==> config.mk <==
export PLATFORM = sky130hd
export DESIGN_NAME = buzz_share_sched
export DESIGN_NICKNAME = d
export VERILOG_FILES = /design/src/rtl/buzz_sched_pkg.sv /design/src/rtl/rr_arbiter.sv /design/src/rtl/buzz_share_sched.sv
export SDC_FILE = /design/constraint.sdc
export NUM_CORES = 1
export LEC_CHECK = 0
export CAP_MARGIN = 40
export CORE_AREA = 3 3 40 42
export CTS_BUF_LIST = sky130_fd_sc_hd__clkbuf_16
export CTS_CLUSTER_DIAMETER = 150
export DETAILED_ROUTE_END_ITERATION = 6
export DIE_AREA = 0 0 43 45
export DONT_BUFFER_PORTS = 1
export GPL_ROUTABILITY_DRIVEN = 0
export MAX_ROUTING_LAYER = met4
export PLACE_DENSITY = 0.41
export SYNTH_ARGS = -nofsm -noshare
export SYNTH_HDL_FRONTEND = slang
export SYNTH_SLANG_ARGS = --single-unit
export TNS_END_PERCENT = 20
==> constraint.sdc <==
create_clock -name CLK -period 1.5 [get_ports CLK]
set_input_delay 0.225 -clock CLK [delete_from_list [all_inputs] [get_ports CLK]]
set_output_delay 0.225 -clock CLK [all_outputs]
set_load 0.01 [all_outputs]
==> src/rtl/buzz_sched_pkg.sv <==
// Shared types and limits for the Buzz sharing scheduler.
package buzz_sched_pkg;

  localparam int unsigned MAX_REQ = 16;
  localparam int unsigned MAX_LAT = 8;

  // Tag IDs are sized for the largest supported requester count so one tag type serves every N_REQ.
  localparam int unsigned ID_W = $clog2(MAX_REQ);

  typedef struct packed {
    logic            vld;
    logic [ID_W-1:0] id;
  } tag_t;

  // Index width for n requesters, never below one bit.
  function automatic int unsigned id_width(int unsigned n);
    return (n > 1) ? $clog2(n) : 1;
  endfunction

endpackage

==> src/rtl/rr_arbiter.sv <==
// Round-robin arbiter: grants the first request at or after the pointer, wrapping.
module rr_arbiter import buzz_sched_pkg::*; #(
  parameter int unsigned N = 2,
  localparam int unsigned IW = id_width(N)
) (
  input  logic          clk_i,
  input  logic          rst_i,
  input  logic [N-1:0]  req_i,
  input  logic          advance_i,
  output logic [N-1:0]  grant_o,
  output logic [IW-1:0] grant_idx_o
);

  logic [IW-1:0] ptr_q, ptr_d;
  logic [IW-1:0] idx;
  logic          found;

  // Scan N positions starting at the pointer; first hit wins.
  always_comb begin
    grant_o     = '0;
    grant_idx_o = '0;
    found       = 1'b0;
    idx         = '0;
    for (int unsigned k = 0; k < N; k++) begin
      idx = IW'((32'(ptr_q) + k) % N);
      if (!found && req_i[idx]) begin
        found        = 1'b1;
        grant_o[idx] = 1'b1;
        grant_idx_o  = idx;
      end
    end
  end

  // Pointer moves just past the winner; held when nothing is granted.
  always_comb begin
    ptr_d = ptr_q;
    if (advance_i) begin
      ptr_d = (32'(grant_idx_o) == N - 1) ? '0 : grant_idx_o + 1'b1;
    end
  end

  // Pointer register.
  always_ff @(posedge clk_i) begin
    if (rst_i) begin
      ptr_q <= '0;
    end else begin
      ptr_q <= ptr_d;
    end
  end

endmodule

==> src/rtl/buzz_share_sched.sv <==
// Shares one Buzz instance among N_REQ requesters: round-robin grant, latency-matched tag pipe,
// and one response slot per requester held until consumed.
module buzz_share_sched import buzz_sched_pkg::*; #(
  parameter int unsigned N_REQ    = 2,
  parameter int unsigned WIDTH    = 1,
  parameter int unsigned BUZZ_LAT = 0
) (
  input  logic                   CLK,
  input  logic                   RESET,
  input  logic [N_REQ-1:0]       req_valid,
  input  logic [N_REQ*WIDTH-1:0] req_data,
  output logic [N_REQ-1:0]       req_ready,
  output logic [N_REQ-1:0]       resp_valid,
  output logic [N_REQ*WIDTH-1:0] resp_data,
  input  logic [N_REQ-1:0]       resp_ready,
  output logic [WIDTH-1:0]       buzz_I,
  input  logic [WIDTH-1:0]       buzz_O,
  output logic                   busy
);

  localparam int unsigned IW = id_width(N_REQ);

  logic [N_REQ-1:0]       pending_q, pending_d;
  logic [N_REQ-1:0]       resp_valid_q, resp_valid_d;
  logic [N_REQ*WIDTH-1:0] resp_data_q, resp_data_d;
  logic [N_REQ-1:0]       eligible, grant, ret_mask, consume;
  logic [IW-1:0]          grant_idx;
  logic                   grant_any;
  tag_t                   entry_tag, exit_tag;

  // A requester with a request outstanding stays out of arbitration until its slot is consumed,
  // which guarantees its slot is empty when the result returns.
  assign eligible  = req_valid & ~pending_q & {N_REQ{~RESET}};
  assign grant_any = |grant;
  assign req_ready = grant;
  assign consume   = resp_valid_q & resp_ready;

  rr_arbiter #(
    .N(N_REQ)
  ) u_arb (
    .clk_i      (CLK),
    .rst_i      (RESET),
    .req_i      (eligible),
    .advance_i  (grant_any),
    .grant_o    (grant),
    .grant_idx_o(grant_idx)
  );

  // Winner's data drives Buzz; zero when idle.
  always_comb begin
    buzz_I = '0;
    for (int unsigned i = 0; i < N_REQ; i++) begin
      if (grant[i]) buzz_I = req_data[i*WIDTH +: WIDTH];
    end
  end

  assign entry_tag.vld = grant_any;
  assign entry_tag.id  = ID_W'(grant_idx);

  if (BUZZ_LAT == 0) begin : g_no_pipe
    assign exit_tag = entry_tag;
  end else begin : g_pipe
    tag_t tag_q [BUZZ_LAT];

    // Tag shift register matching Buzz latency.
    always_ff @(posedge CLK) begin
      if (RESET) begin
        for (int unsigned s = 0; s < BUZZ_LAT; s++) tag_q[s] <= '0;
      end else begin
        tag_q[0] <= entry_tag;
        for (int unsigned s = 1; s < BUZZ_LAT; s++) tag_q[s] <= tag_q[s-1];
      end
    end

    assign exit_tag = tag_q[BUZZ_LAT-1];
  end

  // Decode the returning tag into a slot write mask.
  always_comb begin
    ret_mask = '0;
    for (int unsigned i = 0; i < N_REQ; i++) begin
      if (exit_tag.vld && 32'(exit_tag.id) == i) ret_mask[i] = 1'b1;
    end
  end

  // Consume frees the slot and the requester; grant marks pending; return fills the slot.
  always_comb begin
    pending_d    = (pending_q & ~consume) | grant;
    resp_valid_d = (resp_valid_q & ~consume) | ret_mask;
    resp_data_d  = resp_data_q;
    for (int unsigned i = 0; i < N_REQ; i++) begin
      if (ret_mask[i]) resp_data_d[i*WIDTH +: WIDTH] = buzz_O;
    end
  end

  // Scheduler state.
  always_ff @(posedge CLK) begin
    if (RESET) begin
      pending_q    <= '0;
      resp_valid_q <= '0;
      resp_data_q  <= '0;
    end else begin
      pending_q    <= pending_d;
      resp_valid_q <= resp_valid_d;
      resp_data_q  <= resp_data_d;
    end
  end

  assign resp_valid = resp_valid_q;
  assign resp_data  = resp_data_q;
  // pending covers both in-flight and held-response requesters.
  assign busy       = |{pending_q, resp_valid_q};

  a_grant_onehot0: assert property (@(posedge CLK) disable iff (RESET) $onehot0(req_ready));
  a_no_grant_pending: assert property (@(posedge CLK) disable iff (RESET) (grant & pending_q) == '0);
  a_slot_free: assert property (@(posedge CLK) disable iff (RESET) (ret_mask & resp_valid_q) == '0);

endmodule

# Word-level counts from Yosys, hierarchy flattened
# Cells that the tools add are included.
dict set report word_totals {
  reg_bits 7
  output_inout_bits 8
}
dict set report op_classes {
  n_addsub 2
  order_cmp 4
  n_mux 18
  bitwise_logic 11
  reduce_logical 9
}
# operator n
set ops {}
lappend ops {{two-way mux 1 bit} 14}
lappend ops {{bitwise AND 2 bit} 5}
lappend ops {{OR 2 bit} 3}
lappend ops {{logical AND 1 bit} 5}
lappend ops {{zero test 4 bit} 1}
lappend ops {{< comparator 1 x 2 -> 1 bit, second input constant} 2}
lappend ops {{two-way mux 2 bit} 2}
lappend ops {{NOT 2 bit} 2}
lappend ops {{OR reduction 4 bit} 1}
lappend ops {{adder 1 bit, second input constant} 2}
lappend ops {{demux 1 bit (select 1 bit)} 2}
lappend ops {{>= comparator 1 bit, second input constant} 2}
lappend ops {{OR reduction 2 bit} 1}
lappend ops {{zero test 1 bit} 1}
lappend ops {{NOT 1 bit} 1}

# Logic depth before layout (Yosys ltp)
dict set report logic_depth {
  word_depth 13
  ltp_mapped 3
  mapped_depth_nobuf 3
}

# Cells and area by module
# From an unflattened synthesis, not the netlist that was laid out.
dict set report unflattened {
  hier_cells 35
  area_unflattened_um2 355.3
}
# module instances cells_per_inst area_each_um2 seq_area_each_um2
set by_module_without_submodules {}
lappend by_module_without_submodules {buzz_share_sched 1 28 280.3 120.1}
lappend by_module_without_submodules {rr_arbiter 1 7 75.1 20.0}

# Least setup slack after synthesis
# Ideal clock, no wire load.
dict set report synth_timing {
  path_kind {register to output}
  startpoint {register pending_q[1]}
  endpoint {output port buzz_I}
  arrival_ps 1136
  required_time_ps 1275
  path_slack_ps 139
  path_stages_with_launch 4
  path_cell_list {dfxtp_1 -> and3b_1 -> nor4b_4 -> a22o_2}
}
dict set report synth_between {
  elab_chain_len 11
  word_cells_on_any_way 15
}
# item line_no
set synth_rtl {}
lappend synth_rtl {{start: declaration} buzz_share_sched.sv:23} ;# logic [N_REQ-1:0] pending_q, pending_d;
lappend synth_rtl {{start signal: assignment} buzz_share_sched.sv:103} ;# pending_q <= pending_d;
lappend synth_rtl {{NOT 2 bit (*)} buzz_share_sched.sv:33} ;# assign eligible = req_valid & ~pending_q & {N_REQ{~RESET}};
lappend synth_rtl {{bitwise AND 2 bit (*) (2 in a row)} buzz_share_sched.sv:33}
lappend synth_rtl {{two-way mux 1 bit (not written as such) (2 in a row)} rr_arbiter.sv:26} ;# if (!found && req_i[idx]) begin
lappend synth_rtl {{two-way mux 1 bit} rr_arbiter.sv:26}
lappend synth_rtl {{zero test 1 bit} rr_arbiter.sv:26}
lappend synth_rtl {{logical AND 1 bit} rr_arbiter.sv:26}
lappend synth_rtl {{two-way mux 2 bit (*)} rr_arbiter.sv:26}
lappend synth_rtl {{named net req_ready[0]} buzz_share_sched.sv:12} ;# output logic [N_REQ-1:0] req_ready,
lappend synth_rtl {{two-way mux 1 bit (*) (2 in a row)} buzz_share_sched.sv:53} ;# if (grant[i]) buzz_I = req_data[i*WIDTH +: WIDTH];
lappend synth_rtl {{end: declaration} buzz_share_sched.sv:16} ;# output logic [WIDTH-1:0] buzz_I,
# Mark *: on every way through the listed nets, which the timed path passes. The rest lies on a longest branch. The select of a mux whose other input is x is not followed.

# Worst setup path after layout
dict set report layout_timing {
  startpoint {register resp_valid_q[0] (netlist: resp_valid[0])}
  endpoint {output port busy}
}
dict set report layout_between {
  elab_chain_len 1
}
# item line_no
set layout_rtl {}
lappend layout_rtl {{start: declaration} buzz_share_sched.sv:24} ;# logic [N_REQ-1:0] resp_valid_q, resp_valid_d;
lappend layout_rtl {{start signal: assignment} buzz_share_sched.sv:104} ;# resp_valid_q <= resp_valid_d;
lappend layout_rtl {{OR reduction 4 bit} buzz_share_sched.sv:112} ;# assign busy = |{pending_q, resp_valid_q};
lappend layout_rtl {{end: declaration} buzz_share_sched.sv:18} ;# output logic busy
# No other way between the ends.

==> flow_summary.ini <==
[layout]
final_cells = 53
final_cell_mix = 5 x buf_4, 5 x dfxtp_1, 3 x inv_1, 3 x clkbuf_16
drive_above_1_share_pct = 50.0
fin_nets = 48
nFillCells = 138
synthToLayoutAreaGrowth_pct = 45.1
diodes = 0
fin_area_sq_um = 459

[logic_synthesis]
synth_fp_nets = 38
syn_inst = 29
syn_area_sq_um = 317
avgSynthCellArea_sq_um = 10.9
synth_fa_ha_area_share_pct = 0
ys_ff_latch = 7
yosysTopAreaCell = dfxtp_1
synth_top_family_by_area = simple AND/OR/NAND/NOR gates
yosysUniqueCellTypes = 18
netlist_top_cells_area = dfxtp_1 44%, nor4b_4 7.5%, a31o_2 5.5%
synth-simple-area-share_pct = 29.2
synth_mux_area_share_pct = 8.30
synth_xor_area_share_pct = 0
ys_seq_area_share_pct = 44.3
synth_compound_area_share_pct = 15.8
synth-warning-count = 0
synth_top_cell_area_share_pct = 44.3

[die]
pin_count = 17
start_util_pct = 24.6
rows = 13
die-area_sq_mm = 0.00194
die_w_um = 43
die_h_um = 45
core-area_sq_mm = 0.00128

[cts]
path_clk_slew_ns = 0.04
clock_latency_ns = 0.23
clock-sinks = 7
cts_root_buffer = clkbuf_16
cts_tree = yes
cts_buffers = 3
clockBufferDepth = 2
cts_max_level = 1
cts_hold_buffers = 0

[worst_setup_path]
cp.required_ns = 1.27
crit_start = resp_valid[0]
path_cells = or4_2
r2r_setup_slack_ns = 0.13
crit_buf_inv = 0
path_max_fanout = 4
cp-end-kind = output port
rr_endpoint = resp_data[0]
cp-start-kind = flip-flop
slowest_stage = or4_2
worstReg2RegStart = u_arb.ptr_q
crit_arrival_ns = 1.29
path_class = flip-flop to output port
crit_end = busy
worstRegToRegCells = 4
cpPeakStageDelay_ns = 0.71
cp.depth = 1
critPathTopFamily = simple AND/OR/NAND/NOR gates

[power_and_ir_drop]
vdd_drop_max_v = 0.000700
seq_power_share_pct = 30.8
p_switching_uw = 161
clkPwrFrac_pct = 58.5
swShare_pct = 20.9
pwr-share-comb_pct = 10.7
leakage_uw = 0.000210
p_per_area_mw_per_mm2 = 1670
intPower_uw = 607

[grt]
grtUsageTotal_pct = 10.1
grt_first_pass_wirelength_um = 1310
grt-ovfl-total = 0
grt_pass1_vias = 283
grt_max_degree = 8
antenna_found_initial = 0

[placement]
dp_cells = 46
placed_area_sq_um = 350
place_hpwl_um = 577
io_buffers = 0

[route]
ant_nets = 0
drc = 0
met2_length_um = 371
wl_met3_um = 87
routed_wl_um = 778
wl_met1_um = 319
drtPass1Iterations = 4
via_count = 259
wl_per_cell_um = 14.7
drt_iter0_drc = 6
via_per_inst = 4.89
highest_layer = met3

[timing]
rsz0062_at_grt = true
fin_skew_ns = 0.000404
final-max-slew-violation-count = 0
post-route-period-util_pct = 101
fin_ws_ns = -0.0168
worstMarginPinSlew_ns = 0.274
setup_viol = 1
relSlewSlack_pct = 81.6
min_period_ns = 1.52
max_freq_ghz = 0.659
hold_viol = 0

[status]
outcome = finished, violations left
violations = negative setup slack

[job]
cap_violations = 0

[worst_hold_path]
hold_class = input pin to flip-flop
==> cell type report <==
class                      instances  area, sq um  share of cell area, %
clock buffer                       3         75.1                   16.3
clock inverter                     1         3.75                  0.817
inverter                           2         7.51                   1.63
multi-input combinational         20          174                   37.9
sequential                         7          143                   31.1
tap                               15         18.8                   4.09
timing repair buffer               5         37.5                   8.17
==> cell families after synthesis <==
logic type / count (synthesis)
buffers and inverters: 2
multiplexers: 2
AND/OR/NAND/NOR: 12
flip-flops: 7
AO/OA/AOI/OAI: 6
==> routing by layer <==
layer	GRT usage, %	up-vias
li1	-	124
met3	9.16	0
met5	-	-
met2	14.4	14
met1	8.98	121
met4	5.42	0
==> cell usage after synthesis <==
library cell	n
a21o_2	1
mux2_1	1
nor2_1	2
mux2_4	1
nor3b_1	1
dfxtp_1	7
a22o_2	1
inv_1	2
or4_2	1
nand2b_1	1
nor2b_1	2
and3b_1	1
a31o_1	1
nor4b_4	1
a21oi_1	1
nand2_1	2
a31o_2	2
nor3_2	1
==> what timing repair did <==
action	in CTS	in global routing
pin swaps	2	3
buffers inserted	1	2
gates resized for setup	1	2
endpoints found under the setup margin	3	4
==> metrics by stage <==
step	hold WS (ns)	utilization [%]	worst slack (ns)	total power (uW)	TNS [ns]
floorplan	0.297	-	0.139	291	0
global placement	0.300	27.3	0.206	308	0
detailed placement	0.304	27.3	0.190	311	0
CTS	0.0625	34.1	-0.0550	767	-0.103
global route	0.0541	35.7	-0.0470	804	-0.109
finish	0.0636	35.7	-0.0168	767	-0.0168
==> power groups by stage <==
stage	logic, uW	registers [uW]	clock network (uW)
2_1_floorplan	60.5	230	0
3_3_place_gp	72.6	235	0
3_5_place_dp	73.4	237	0
4_1_cts	76.1	235	456
5_1_grt	88.9	240	475
6_report	82.3	236	449
==> how the worst min path moves through the flow <==
stage	startpoint	slack (ns)	endpoint	cells past startpoint
2_1_floorplan	RESET	0.30	u_arb.ptr_q	1
3_3_place_gp	RESET	0.30	u_arb.ptr_q	1
3_5_place_dp	RESET	0.30	u_arb.ptr_q	1
4_1_cts	RESET	0.06	u_arb.ptr_q	1
5_1_grt	RESET	0.05	u_arb.ptr_q	1
6_report	RESET	0.06	u_arb.ptr_q	1
==> worst register-to-register path: stages (launching register included) <==
cell,delay (ns)
dfxtp_1,0.32
and3b_1,0.21
nor4b_4,0.27
buf_4,0.17
mux2_4,0.28
==> state kept, by name, summed over array words and instances (netlist names) <==
register     count
resp_valid       2
pending_q        2
u_arb.ptr_q      1
resp_data        2
Note: power is estimated with default switching activity, not from simulation.
